==> config.mk <==
export PLATFORM = sky130hd
export DESIGN_NAME = sad_best_select
export DESIGN_NICKNAME = d
export VERILOG_FILES = /design/src/rtl/sad_best_select.sv
export SDC_FILE = /design/constraint.sdc
export NUM_CORES = 1
export LEC_CHECK = 0
export BUFFER_PORTS_ARGS = -buffer_cell sky130_fd_sc_hd__buf_2
export CORE_MARGIN = 8
export CORE_UTILIZATION = 40
export DETAILED_ROUTE_END_ITERATION = 16
export PLACE_DENSITY_LB_ADDON = 0.05
export SLEW_MARGIN = 30
export SYNTH_ARGS = -nofsm -noshare
export SYNTH_HDL_FRONTEND = slang
export SYNTH_SLANG_ARGS = --single-unit
==> constraint.sdc <==
create_clock -name clock -period 7.9 [get_ports clock]
set_input_delay 0.79 -clock clock [delete_from_list [all_inputs] [get_ports clock]]
set_output_delay 0.79 -clock clock [all_outputs]
set_load 0.01 [all_outputs]
==> src/rtl/sad_best_select.sv <==
// sad_best_select: finds the minimum of twelve lambda-weighted SAD costs with a
// three-stage comparator tree and keeps a running best across NUM_ROUNDS
// presentations. It reports the winning index, cost and round, then pulses done.

// Two-input minimum. Input a always carries the lower candidate index, so b
// wins only on strictly smaller cost. This makes equal costs go to the lower index.
module sad_min2 #(
    parameter int SW = 17
) (
    input  logic [SW-1:0] a_cost_i,
    input  logic [3:0]    a_idx_i,
    input  logic [SW-1:0] b_cost_i,
    input  logic [3:0]    b_idx_i,
    output logic [SW-1:0] y_cost_o,
    output logic [3:0]    y_idx_o
);
    logic sel_b;

    // Pick b only when it is strictly cheaper.
    always_comb begin
        sel_b    = (b_cost_i < a_cost_i);
        y_cost_o = sel_b ? b_cost_i : a_cost_i;
        y_idx_o  = sel_b ? b_idx_i  : a_idx_i;
    end
endmodule

module sad_best_select #(
    parameter int DATAWIDTH  = 8,
    parameter int NUM_ROUNDS = 2
) (
    input  logic                   clock,
    input  logic                   reset,
    input  logic                   start,
    input  logic                   sad_valid,
    input  logic                   left_only,
    input  logic [DATAWIDTH+8:0]   sad_0,
    input  logic [DATAWIDTH+8:0]   sad_1,
    input  logic [DATAWIDTH+8:0]   sad_2,
    input  logic [DATAWIDTH+8:0]   sad_3,
    input  logic [DATAWIDTH+8:0]   sad_4,
    input  logic [DATAWIDTH+8:0]   sad_5,
    input  logic [DATAWIDTH+8:0]   sad_6,
    input  logic [DATAWIDTH+8:0]   sad_7,
    input  logic [DATAWIDTH+8:0]   sad_8,
    input  logic [DATAWIDTH+8:0]   sad_9,
    input  logic [DATAWIDTH+8:0]   sad_10,
    input  logic [DATAWIDTH+8:0]   sad_11,
    output logic [DATAWIDTH+8:0]   best_sad,
    output logic [3:0]             best_idx,
    output logic [3:0]             best_round,
    output logic                   busy,
    output logic                   done
);
    localparam int             SW       = DATAWIDTH + 9;
    localparam logic [SW-1:0]  COST_MAX = '1;
    localparam logic [3:0]     NR       = 4'(NUM_ROUNDS);
    localparam logic [3:0]     LAST     = 4'(NUM_ROUNDS - 1);

    typedef enum logic {S_IDLE = 1'b0, S_RUN = 1'b1} state_t;

    state_t state_q, state_d;

    // Candidate inputs, with the right-hand (PVSO-only) half masked when left_only
    logic [11:0][SW-1:0] sad_in;
    logic [11:0][SW-1:0] s0_cost;

    // Stage registers: value, index, round tag; valids live in vld_pipe_q
    logic [5:0][SW-1:0]  s1_cost_d, s1_cost_q;
    logic [5:0][3:0]     s1_idx_d,  s1_idx_q;
    logic [2:0][SW-1:0]  s2_cost_d, s2_cost_q;
    logic [2:0][3:0]     s2_idx_d,  s2_idx_q;
    logic [SW-1:0]       s3a_cost;
    logic [3:0]          s3a_idx;
    logic [SW-1:0]       s3_cost_d, s3_cost_q;
    logic [3:0]          s3_idx_d,  s3_idx_q;
    logic [3:0]          tag0, tag1_q, tag2_q, tag3_q;
    logic [2:0]          vld_pipe_d, vld_pipe_q;

    // Running best and search bookkeeping
    logic [SW-1:0]       best_sad_d, best_sad_q;
    logic [3:0]          best_idx_d, best_idx_q;
    logic [3:0]          best_round_d, best_round_q;
    logic [3:0]          cnt_d, cnt_q;
    logic                done_d, done_q;
    logic                accept;

    assign sad_in = {sad_11, sad_10, sad_9, sad_8, sad_7, sad_6,
                     sad_5,  sad_4,  sad_3, sad_2, sad_1, sad_0};

    // A start opens a fresh search, so the sample that arrives with it is always taken.
    always_comb begin
        accept = sad_valid && (start || (state_q == S_RUN && cnt_q < NR));
        tag0   = start ? 4'd0 : cnt_q;
    end

    genvar g;
    generate
        for (g = 0; g < 12; g++) begin : g_mask
            if (g >= 6) begin : g_right
                assign s0_cost[g] = left_only ? COST_MAX : sad_in[g];
            end else begin : g_left
                assign s0_cost[g] = sad_in[g];
            end
        end

        for (g = 0; g < 6; g++) begin : g_s1
            sad_min2 #(.SW(SW)) u_min (
                .a_cost_i (s0_cost[2*g]),
                .a_idx_i  (4'(2*g)),
                .b_cost_i (s0_cost[2*g+1]),
                .b_idx_i  (4'(2*g+1)),
                .y_cost_o (s1_cost_d[g]),
                .y_idx_o  (s1_idx_d[g])
            );
        end

        for (g = 0; g < 3; g++) begin : g_s2
            sad_min2 #(.SW(SW)) u_min (
                .a_cost_i (s1_cost_q[2*g]),
                .a_idx_i  (s1_idx_q[2*g]),
                .b_cost_i (s1_cost_q[2*g+1]),
                .b_idx_i  (s1_idx_q[2*g+1]),
                .y_cost_o (s2_cost_d[g]),
                .y_idx_o  (s2_idx_d[g])
            );
        end
    endgenerate

    // Three-way minimum as two chained compares, still lowest index first.
    sad_min2 #(.SW(SW)) u_s3a (
        .a_cost_i (s2_cost_q[0]),
        .a_idx_i  (s2_idx_q[0]),
        .b_cost_i (s2_cost_q[1]),
        .b_idx_i  (s2_idx_q[1]),
        .y_cost_o (s3a_cost),
        .y_idx_o  (s3a_idx)
    );

    sad_min2 #(.SW(SW)) u_s3b (
        .a_cost_i (s3a_cost),
        .a_idx_i  (s3a_idx),
        .b_cost_i (s2_cost_q[2]),
        .b_idx_i  (s2_idx_q[2]),
        .y_cost_o (s3_cost_d),
        .y_idx_o  (s3_idx_d)
    );

    // Stage data is qualified by vld_pipe_q and needs no reset.
    always_ff @(posedge clock) begin
        s1_cost_q <= s1_cost_d;
        s1_idx_q  <= s1_idx_d;
        s2_cost_q <= s2_cost_d;
        s2_idx_q  <= s2_idx_d;
        s3_cost_q <= s3_cost_d;
        s3_idx_q  <= s3_idx_d;
        tag1_q    <= tag0;
        tag2_q    <= tag1_q;
        tag3_q    <= tag2_q;
    end

    // Valid shift register. start kills everything beyond S1 so an aborted search never lands.
    always_comb begin
        vld_pipe_d[0] = accept;
        vld_pipe_d[1] = vld_pipe_q[0] && !start;
        vld_pipe_d[2] = vld_pipe_q[1] && !start;
    end

    // Valid bits register.
    always_ff @(posedge clock) begin
        if (reset) vld_pipe_q <= '0;
        else       vld_pipe_q <= vld_pipe_d;
    end

    // Search FSM, round counter and running-best update. start takes precedence over a landing sample.
    always_comb begin
        state_d      = state_q;
        cnt_d        = cnt_q;
        best_sad_d   = best_sad_q;
        best_idx_d   = best_idx_q;
        best_round_d = best_round_q;
        done_d       = 1'b0;
        if (start) begin
            state_d      = S_RUN;
            cnt_d        = accept ? 4'd1 : 4'd0;
            best_sad_d   = COST_MAX;
            best_idx_d   = 4'd0;
            best_round_d = 4'd0;
        end else begin
            if (accept) cnt_d = cnt_q + 4'd1;
            if (state_q == S_RUN && vld_pipe_q[2]) begin
                // Strictly-less keeps the earlier round on cross-round ties.
                if (s3_cost_q < best_sad_q) begin
                    best_sad_d   = s3_cost_q;
                    best_idx_d   = s3_idx_q;
                    best_round_d = tag3_q;
                end
                if (tag3_q == LAST) begin
                    state_d = S_IDLE;
                    done_d  = 1'b1;
                end
            end
        end
    end

    // State and result registers.
    always_ff @(posedge clock) begin
        if (reset) begin
            state_q      <= S_IDLE;
            cnt_q        <= 4'd0;
            best_sad_q   <= COST_MAX;
            best_idx_q   <= 4'd0;
            best_round_q <= 4'd0;
            done_q       <= 1'b0;
        end else begin
            state_q      <= state_d;
            cnt_q        <= cnt_d;
            best_sad_q   <= best_sad_d;
            best_idx_q   <= best_idx_d;
            best_round_q <= best_round_d;
            done_q       <= done_d;
        end
    end

    assign best_sad   = best_sad_q;
    assign best_idx   = best_idx_q;
    assign best_round = best_round_q;
    assign busy       = (state_q == S_RUN);
    assign done       = done_q;
endmodule

# Yosys cells after proc, flatten, opt, wreduce, memory -nomap -nowiden
# Cells that the tools add are included.
dict set report word_totals {
  reg_bits 256
  out_inout_bits 27
  word_cells 95
}
dict set report op_classes {
  addsub 1
  n_lt_le_gt_ge 13
  eq_ne 1
  mux 35
  bitwise 1
  reduce_logical 14
}
# op n
set ops {}
lappend ops {{$mux 17} 17}
lappend ops {{$lt 17x17->1} 12}
lappend ops {{$mux 4} 7}
lappend ops {{$mux 1} 11}
lappend ops {{$reduce_bool 2->1} 3}
lappend ops {{$logic_and 1x1->1} 5}
lappend ops {{$add 4x1->4 const B} 1}
lappend ops {{$eq 4x1->1 const B} 1}
lappend ops {{$lt 4x2->1 const B} 1}
lappend ops {{$reduce_and 2->1} 2}
lappend ops {{$reduce_or 3->1} 1}
lappend ops {{$reduce_or 2->1} 1}
lappend ops {{$logic_not 1->1} 1}
lappend ops {{$logic_or 1x1->1} 1}
lappend ops {{$not 1->1} 1}

# Depth between registers and ports, before layout
# Gate-level depths: netlist of the first run.
dict set report logic_depth {
  word_depth 6
  mapped_depth 19
}

# Modules after synthesis
# A second synthesis of the first run with hierarchy kept.
dict set report unflattened {
  cells_unflattened 2239
  area_unflattened_um2 18381.4
}
# module instances cells_each area_each_um2 seq_area_each_um2
set by_module_without_submodules {}
lappend by_module_without_submodules {sad_min2 11 154 1047.3 0.0}
lappend by_module_without_submodules {sad_best_select 1 545 6861.6 5124.9}

# Least setup slack after synthesis of the first run
# No wires, ideal clock.
dict set report synth_path {
  path_kind {register to register}
  startpoint {register s2_cost_q[3] (netlist bit)}
  endpoint {register s3_idx_q[0]}
  arrival_time_ns 3.547
  slack_ns 4.232
  stages_incl_launch_ff 18
  period_less_slack_ns 3.668
  path_cell_list {dfxtp_1 -> inv_1 -> ha_1 -> a41o_1 -> a211o_1 -> a211o_1 -> buf_2 -> buf_2 -> mux2i_1 -> ha_1 -> nand4_1 -> a211oi_1 -> o21ai_0 -> o2111ai_1 -> nor2_1 -> a21oi_2 -> buf_6 -> mux2_2}
}
dict set report synth_between {
  elab_chain_cells 4
  word_cells_on_any_way 5
}
# item line
set synth_lines {}
lappend synth_lines {{start, declared} 70} ;# logic [2:0][SW-1:0] s2_cost_d, s2_cost_q;
lappend synth_lines {{start signal, assigned} 152} ;# s2_cost_q <= s2_cost_d;
lappend synth_lines {{$lt 17x17->1} 21} ;# sel_b = (b_cost_i < a_cost_i);
lappend synth_lines {{$mux 17} 22} ;# y_cost_o = sel_b ? b_cost_i : a_cost_i;
lappend synth_lines {{$lt 17x17->1} 21}
lappend synth_lines {{$mux 4 *} 23} ;# y_idx_o = sel_b ? b_idx_i : a_idx_i;
lappend synth_lines {{via s3_idx_d[0]} 75} ;# logic [3:0] s3_idx_d, s3_idx_q;
lappend synth_lines {{end signal, assigned} 155} ;# s3_idx_q <= s3_idx_d;
lappend synth_lines {{end, declared} 75}
# The timed path passes the listed nets; every way through them passes the cells marked *.
# A chain may end at the register's enable or synchronous reset.

# Final worst setup path of the first run
dict set report layout_path {
  startpoint {register s2_cost_q[3] (netlist bit)}
  endpoint {register s3_idx_q[1]}
}
# Same word-level chain as after synthesis.

==> results of run 1 <==
[flip-flops by register name, summed over array words and instances, names as in the netlist]
register and flops:
best_idx 4, best_round 4, best_sad 17, busy 1, cnt_q 4, done 1
s1_cost_q 102, s1_idx_q 6, s2_cost_q 51, s2_idx_q 6, s3_cost_q 17, s3_idx_q 4
tag1_q 4, tag2_q 4, tag3_q 4, vld_pipe_q 3
[cells in the mapped netlist (2+ instances only)]
| library cell | n |
|---|---|
| buf_1 | 3 |
| a31oi_1 | 18 |
| and4_1 | 6 |
| nor2b_1 | 10 |
| inv_1 | 205 |
| a211o_1 | 2 |
| nand3_1 | 18 |
| ha_1 | 193 |
| a2111oi_0 | 3 |
| o21ai_1 | 3 |
| o31ai_1 | 3 |
| nand2b_1 | 7 |
| buf_6 | 2 |
| or3b_1 | 3 |
| o21ai_2 | 3 |
| buf_4 | 3 |
| mux2_2 | 109 |
| and2_1 | 4 |
| dfxtp_1 | 232 |
| a211oi_1 | 8 |
| buf_2 | 14 |
| a2111oi_4 | 3 |
| nor2_1 | 114 |
| nand2_1 | 24 |
| nor4b_1 | 2 |
| mux2i_1 | 32 |
| a21o_1 | 65 |
| o211ai_1 | 4 |
| a21oi_1 | 109 |
| clkbuf_1 | 23 |
| nor3_1 | 72 |
| o21ai_0 | 25 |
| nor4_1 | 4 |
| nand4_1 | 27 |
[stage by stage]
| step | area [µm²] | hold slack [ps] |
|---|---|---|
| after global placement | 14200 | 311 |
| final | 15100 | 325 |
| after floorplan | 12600 | 310 |
| after global routing | 15100 | 325 |
| after detailed placement | 14200 | 312 |
| after CTS | 15100 | 325 |
[power by group]
group / switching [mW] / leakage, nW / total [mW] / internal [mW]
sequential: 0.153 / 1.93 / 1.54 / 1.39
combinational: 0.660 / 5.39 / 1.25 / 0.594
clock: 0.471 / 0.425 / 1.19 / 0.719
total: 1.28 / 7.75 / 3.98 / 2.70
[final cells by class]
cell class	count	area, µm²	share of cell area
clock buffers	36	738	0.0490
clock inverters	12	126	0.00839
inverters	205	769	0.0511
multi-input cells	883	7010	0.465
flip-flops and latches	232	4640	0.308
well taps	402	503	0.0334
repair buffers	248	1280	0.0847
[path summary, 6_finish.rpt]
check,start,endpoint,slack (ps),cells past startpoint
worst max-delay path,s2_cost_q[3],s3_idx_q[1],3370,15
worst min-delay path,tag2_q[2],tag3_q[2],320,0
worst max register to register,s2_cost_q[3],s3_idx_q[1],3370,15
worst min register to register,tag2_q[2],tag3_q[2],320,0
[cell families after synthesis]
logic type,after synthesis,share of synthesized area
adders and majority gates,193,0.191
buffers and inverters,250,0.0777
and+or+nand+nor,293,0.111
AOI/OAI and AO/OA,254,0.128
xor gates and xnor gates,1,0.000693
DFF,232,0.368
muxes,142,0.124
[critical path, cell delays in order (launching register included)]
cell and delay (ps):
dfxtp_1 330, inv_1 50, ha_1 290, a41o_1 230, a211o_1 320, a211o_2 610, mux2i_1 230, ha_1 350
nand4_1 180, a211oi_1 190, o21ai_0 110, o2111ai_1 130, nor2_1 120, a21oi_2 570, buf_4 340, mux2_2 350
[metal layers]
metal  share of wire  track usage
met2            0.44        0.269
met4           0.013       0.0325
met3           0.041       0.0272
met1            0.50        0.227
met5               0            0
==> results.sh, run 1 <==
export IMPL_cap_violations=0
export IMPL_place_inst=1970
export IMPL_synth_cell_types=46
export IMPL_yosysTopAreaCell="dfxtp_1"
export IMPL_setup_tns_ps=0
export IMPL_grt_overflow_total=0
export IMPL_wl_per_cell_um=15.5
export IMPL_portBuffers=235
export IMPL_fmax_mhz=221
export IMPL_synth_yosys_seq_area_share=0.368
export IMPL_p_per_area_mw_per_mm2=264
export IMPL_ir_worst_vdd_mv=0.183
export IMPL_fin_nets=1998
export IMPL_fp_dieW_um=194
export IMPL_postCtsSetupBuffers=0
export IMPL_firstDrtPassIters=4
export IMPL_gp_congestion=0.836
export IMPL_final_core_util=0.481
export IMPL_post_route_period_util=0.573
export IMPL_p_total_mw=3.98
export IMPL_syn_area_mm2=0.0126
export IMPL_synthCells=1365
export IMPL_grt_pass1_vias=9985
export IMPL_synthArstFlopShare=0
export IMPL_insertion_delay_ps=530
export IMPL_wl_um=31400
export IMPL_endpoint_kind="flip-flop"
export IMPL_cts_made_buffers=26
export IMPL_fin_cells=2018
export IMPL_required_ps=8320
export IMPL_initial_core_util=0.404
export IMPL_cts_resized=0
export IMPL_vias=9690
export IMPL_areaGrowthSynthToFinish_pct=19.3
export IMPL_pre_cts_ws_ps=3380
export IMPL_cts_buffer_depth=3
export IMPL_drive_gt1_frac=0.254
export IMPL_fp_coreArea_mm2=0.0313
export IMPL_critPathKind="reg2reg"
export IMPL_final_common_cell="buf_2"
export IMPL_root_buffer="clkbuf_16"
export IMPL_worst_pin_slew_ps=842
export IMPL_n_antenna_cell=0
export IMPL_fin_ws_ps=3370
export IMPL_p_leak_nw=7.75
export IMPL_status="finished clean"
export IMPL_antenna_left=0
export IMPL_critPathArrivalTime_ps=4950
export IMPL_ys_flop_type="dfxtp_1"
export IMPL_row_count=65
export IMPL_yosys_area_top_type_share=0.368
export IMPL_relSlewSlack=0.439
export IMPL_hold_class="reg2reg"
export IMPL_synth_seq_cells=232
export IMPL_fillers=3066
export IMPL_synthTopCellsByArea="dfxtp_1, ha_1, mux2_2"
export IMPL_vias_per_cell=4.80
export IMPL_cts_hold_fix_buffers=0
export IMPL_cts_sinks=232
export IMPL_post_dp_hpwl_um=25600
export IMPL_yosysWarnings=0
export IMPL_synth_nets=1767
export IMPL_path_max_fanout=20
export IMPL_drc=0
export IMPL_slew_violations=0
export IMPL_grt_pass1_wl_um=51400
export IMPL_rsz0062_at_grt="false"
export IMPL_critPathLaunchType="flip-flop"
export IMPL_ctsHtreeMaxLevel=1
export IMPL_grt_usage=0.165
export IMPL_final_setup_viol_count=0
export IMPL_clkTransAtPathRegs_ps=60
export IMPL_cts_tree="yes"
export IMPL_dieArea_mm2=0.0375
export IMPL_antenna_found_initial=0
export IMPL_clock_skew_ps=18.0
export IMPL_grt_max_degree=96
export IMPL_syn_area_per_cell_um2=9.26
export IMPL_pin_count=236
export IMPL_period_needed_ps=4530
export IMPL_drt_iter0_drc=269
export IMPL_die_height_um=194
export IMPL_synth_edf_count=0
export IMPL_layout_common_cells="buf_2, dfxtp_1, inv_1, ha_1, nor2_1"
export IMPL_hold_violations=0
Note: power is estimated with default switching activity, not from simulation.
==> inputs of run 2 (changes only) <==
- clock period: 7.9 -> 4.4 ns (I/O delays scaled with it)
==> results.sh, run 2 (synthesis results as in run 1) <==
export IMPL_grtUsageMet2=0.264
export IMPL_cts_made_buffers=26
export IMPL_final_common_cell="buf_2"
export IMPL_seqPwrFrac=0.375
export IMPL_clkTransAtPathRegs_ps=60
export IMPL_dpl_cell_area_mm2=0.0143
export IMPL_insertion_delay_ps=520
export IMPL_layout_common_cells="buf_2, dfxtp_1, inv_1, ha_1, nor2_1"
export IMPL_root_buffer="clkbuf_16"
export IMPL_setup_tns_ps=0
export IMPL_hold_class="in2reg"
export IMPL_rsz0062_at_grt="false"
export IMPL_cts_sinks=232
export IMPL_required_ps=4790
export IMPL_final_setup_viol_count=0
export IMPL_holdPathEnd="cnt_q[0]"
export IMPL_cpMaxStageDelayCell="a211o_1"
export IMPL_pin_count=236
export IMPL_grt_max_degree=85
export IMPL_critPathArrivalTime_ps=4330
export IMPL_p_sw_mw=2.34
export IMPL_drc=0
export IMPL_drive_gt1_frac=0.258
export IMPL_multi_input_area_mm2=0.00701
export IMPL_switching_share=0.317
export IMPL_firstDrtPassIters=6
export IMPL_clock_skew_ps=8.14
export IMPL_rr_worst_depth=17
export IMPL_regArea_mm2=0.00464
export IMPL_fp_coreArea_mm2=0.0313
export IMPL_fin_nets=2003
export IMPL_max_stage_delay_ps=450
export IMPL_grt_pass1_wl_um=51500
export IMPL_critPathTopFamily="compound AO/OA/AOI/OAI gates"
export IMPL_grt_usage=0.166
export IMPL_vias_per_cell=4.78
export IMPL_worstPathCellList="inv_1 -> ha_1 -> a21oi_1 -> nor2_1 -> a211o_1 -> a211o_1 -> buf_4 -> mux2i_1 -> ha_1 -> a21oi_1 -> o22ai_1 -> o21ai_0 -> o2111ai_1 -> nor2_1 -> a21oi_2 -> buf_4 -> mux2i_1"
export IMPL_vias=9672
export IMPL_ctsHtreeMaxLevel=1
export IMPL_gp_congestion=0.839
export IMPL_whs_ps=153
export IMPL_path_max_fanout=16
export IMPL_die_height_um=194
export IMPL_cap_violations=0
export IMPL_portBuffers=235
export IMPL_hold_violations=0
export IMPL_drt_iter0_drc=288
export IMPL_wl_per_cell_um=15.7
export IMPL_final_core_util=0.486
export IMPL_grt_overflow_total=0
export IMPL_status="finished clean"
export IMPL_initial_core_util=0.404
export IMPL_antenna_left=0
export IMPL_antenna_found_initial=0
export IMPL_busiest_layer="met2"
export IMPL_p_leak_nw=7.82
export IMPL_comb_power_share=0.312
export IMPL_fmax_mhz=254
export IMPL_p_per_area_mw_per_mm2=484
export IMPL_r2r_start="s2_cost_q[2]"
export IMPL_dieArea_mm2=0.0375
export IMPL_areaGrowthSynthToFinish_pct=20.3
export IMPL_grtUsageMet3=0.0304
export IMPL_r2r_end="s3_cost_q[2]"
export IMPL_hp_start="reset"
export IMPL_internal_power_mw=5.03
export IMPL_wl_um=31700
export IMPL_grt_pass1_vias=9862
export IMPL_finalInstanceArea_mm2=0.0152
export IMPL_worst_path_buf_inv=3
export IMPL_p_clk_frac=0.313
export IMPL_reg_top3="s1_cost_q x102, s2_cost_q x51"
export IMPL_row_count=65
export IMPL_relSlewSlack=0.433
export IMPL_endpoint_kind="flip-flop"
export IMPL_critPathKind="reg2reg"
export IMPL_period_needed_ps=3940
export IMPL_largest_reg_flops=102
export IMPL_cts_tree="yes"
export IMPL_post_route_period_util=0.896
export IMPL_post_dp_hpwl_um=26000
export IMPL_cts_resized=0
export IMPL_n_antenna_cell=0
export IMPL_slew_violations=0
export IMPL_hold_depth=2
export IMPL_r2r_slack_ps=460
export IMPL_regMostFlops="s1_cost_q"
export IMPL_met1_usage=0.227
export IMPL_ir_worst_vdd_mv=0.307
export IMPL_postCtsSetupBuffers=0
export IMPL_cts_buffer_depth=3
export IMPL_fp_dieW_um=194
export IMPL_critPathLaunchType="flip-flop"
export IMPL_fillers=3017
export IMPL_cts_hold_fix_buffers=0
export IMPL_worst_pin_slew_ps=845
export IMPL_p_total_mw=7.36
## run 2: cell types whose count changed in the layout (fill, tap and decap cells not counted), sizes merged
cell      change
clkbuf        -3
bufinv        +2
clkinvlp      +1
clkinv        -1
buf           +5
inv           +1
## run 2: routing by layer
layer	share of wire	vias up
li1	-	5201
met3	0.044	32
met2	0.43	186
met1	0.51	4253
met5	0	-
met4	0.023	0
## run 2: final cells by class
type / instances / share of cell area
timing repair buffer: 253 / 0.0881
sequential: 232 / 0.306
tap: 402 / 0.0331
clock buffer: 33 / 0.0486
multi-input combinational: 883 / 0.461
clock inverter: 15 / 0.0129
inverter: 205 / 0.0506
## run 2: through the flow
step,std cells,worst slack (ps)
floorplan,1365,732
global placement,1975,514
detailed placement,1975,455
CTS,2023,429
global route,2023,95.2
finish,2023,459
## run 2: worst max path at each step
stage / startpoint / slack, ps / end / cells after the start
finish: s2_cost_q[2] / 460 / s3_cost_q[2] / 17
global route: s2_cost_q[14] / 100 / s3_cost_q[1] / 17
CTS: s2_cost_q[2] / 430 / s3_cost_q[2] / 17
detailed placement: s2_cost_q[2] / 460 / s3_cost_q[2] / 17
global placement: s2_cost_q[3] / 510 / s3_cost_q[9] / 16
floorplan: s2_cost_q[3] / 730 / s3_idx_q[0] / 17
## run 2: power groups by stage
stage	Combinational, mW	Clock, mW	Sequential (mW)
CTS	2.33	2.37	2.77
global route	2.61	2.46	2.81
floorplan	1.72	0	2.66
finish	2.30	2.30	2.76
detailed placement	2.31	0	2.81
global placement	2.28	0	2.81
==> inputs of run 3 (changes only) <==
- CORE_UTILIZATION: 40 -> 55
- GPL_ROUTABILITY_DRIVEN: not set -> 0
==> results.sh, run 3 (synthesis results as in run 1) <==
export IMPL_cpMaxStageDelayCell="a211o_1"
export IMPL_portBuffers=235
export IMPL_cap_violations=0
export IMPL_fp_dieW_um=168
export IMPL_cts_sinks=232
export IMPL_post_route_period_util=0.896
export IMPL_antenna_left=0
export IMPL_initial_core_util=0.560
export IMPL_vias=9880
export IMPL_areaGrowthSynthToFinish_pct=18.2
export IMPL_final_common_cell="buf_2"
export IMPL_pin_count=236
export IMPL_p_leak_nw=7.76
export IMPL_dieArea_mm2=0.0281
export IMPL_largest_reg_flops=102
export IMPL_clock_skew_ps=15.3
export IMPL_comb_power_share=0.326
export IMPL_worstPathCellList="inv_1 -> ha_1 -> a41o_1 -> a211o_1 -> a211o_1 -> buf_12 -> mux2i_1 -> ha_1 -> nand4_1 -> a211oi_1 -> o21ai_0 -> o2111ai_1 -> nor2_1 -> a21oi_2 -> buf_4 -> mux2i_1"
export IMPL_worst_pin_slew_ps=777
export IMPL_grt_overflow_total=0
export IMPL_cts_resized=0
export IMPL_busiest_layer="met2"
export IMPL_n_antenna_cell=0
export IMPL_wl_um=29300
export IMPL_grt_max_degree=87
export IMPL_drive_gt1_frac=0.253
export IMPL_drt_iter0_drc=356
export IMPL_clkTransAtPathRegs_ps=60
export IMPL_cts_hold_fix_buffers=0
export IMPL_grtUsageMet3=0.0444
export IMPL_vias_per_cell=5.21
export IMPL_wl_per_cell_um=15.4
export IMPL_ctsHtreeMaxLevel=1
export IMPL_status="finished clean"
export IMPL_p_clk_frac=0.286
export IMPL_cts_tree="yes"
export IMPL_grt_pass1_wl_um=47600
export IMPL_p_sw_mw=2.24
export IMPL_firstDrtPassIters=4
export IMPL_internal_power_mw=4.88
export IMPL_die_height_um=168
export IMPL_reg_top3="s1_cost_q x102, s2_cost_q x51"
export IMPL_cts_buffer_depth=3
export IMPL_antenna_found_initial=0
export IMPL_seqPwrFrac=0.388
export IMPL_fp_coreArea_mm2=0.0226
export IMPL_max_stage_delay_ps=430
export IMPL_period_needed_ps=3940
export IMPL_path_max_fanout=16
export IMPL_fmax_mhz=254
export IMPL_drc=0
export IMPL_critPathLaunchType="flip-flop"
export IMPL_grtUsageMet2=0.338
export IMPL_required_ps=4820
export IMPL_postCtsSetupBuffers=0
export IMPL_worst_path_buf_inv=3
export IMPL_setup_tns_ps=0
export IMPL_insertion_delay_ps=510
export IMPL_post_dp_hpwl_um=23700
export IMPL_ir_worst_vdd_mv=0.299
export IMPL_relSlewSlack=0.482
export IMPL_endpoint_kind="flip-flop"
export IMPL_fillers=1905
export IMPL_final_core_util=0.661
export IMPL_slew_violations=0
export IMPL_r2r_slack_ps=460
export IMPL_final_setup_viol_count=0
export IMPL_critPathKind="reg2reg"
export IMPL_grt_usage=0.204
export IMPL_critPathArrivalTime_ps=4370
export IMPL_grt_pass1_vias=9937
export IMPL_fin_nets=1999
export IMPL_root_buffer="clkbuf_16"
export IMPL_switching_share=0.315
export IMPL_hold_class="in2reg"
export IMPL_critPathTopFamily="compound AO/OA/AOI/OAI gates"
export IMPL_regMostFlops="s1_cost_q"
export IMPL_p_per_area_mw_per_mm2=477
export IMPL_rsz0062_at_grt="false"
export IMPL_cts_made_buffers=24
export IMPL_met1_usage=0.263
export IMPL_layout_common_cells="buf_2, dfxtp_1, inv_1, ha_1, nor2_1"
export IMPL_hold_violations=0
export IMPL_row_count=55
## run 3: cell types whose count changed in the layout (fill, tap and decap cells not counted)
cell,change
clkbuf_16,-2
bufinv_16,-2
clkinvlp_4,-2
clkinv_4,-2
buf_4,-3
inv_8,-1
clkbuf_8,+2
clkinv_2,-1
buf_12,+1
clkbuf_1,+2
## run 3: stage by stage
step / power [mW] / area (µm²) / instances / hold slack, ps / setup slack [ps]
finish: 7.12 / 14900 / 1898 / 167 / 459
global route: 7.58 / 14900 / 1898 / 160 / 256
CTS: 7.18 / 14900 / 1898 / 152 / 482
detailed placement: 5.10 / 14100 / 1856 / 312 / 500
global placement: 5.05 / 14100 / 1856 / 310 / 637
floorplan: 4.38 / 12600 / 1365 / 310 / 732
## run 3: power by group through the flow
stage                     clock network [mW]  logic, mW  registers, mW
after floorplan                            0       1.72           2.66
after global placement                     0       2.25           2.80
after detailed placement                   0       2.30           2.80
after CTS                               2.09       2.34           2.76
after global routing                    2.18       2.60           2.80
final                                   2.04       2.32           2.76
## run 3: per-layer routing
metal / vias up / share of wire / routed length (µm)
li1: 5186 / - / -
met1: 4412 / 0.47 / 13900
met2: 238 / 0.45 / 13100
met3: 44 / 0.055 / 1610
met4: 0 / 0.024 / 692
met5: - / 0 / 0
## run 3: final timing paths
kind / startpoint / end / cells past startpoint
hold reg to reg: tag2_q[0] / tag3_q[0] / 0
setup reg to reg: s2_cost_q[3] / s3_cost_q[3] / 16
setup / recovery: s2_cost_q[3] / s3_cost_q[3] / 16
hold / removal: sad_0[14] / s1_cost_q[14] / 2
## run 3: final cells by class
class                   instances  area (µm²)  share of cell area
well taps                     285         357              0.0239
clock inverters                 7        87.6             0.00587
flip-flops and latches        232        4640               0.311
repair buffers                251        1340              0.0895
inverters                     205         769              0.0515
clock buffers                  35         723              0.0484
multi-input cells             883        7010               0.470
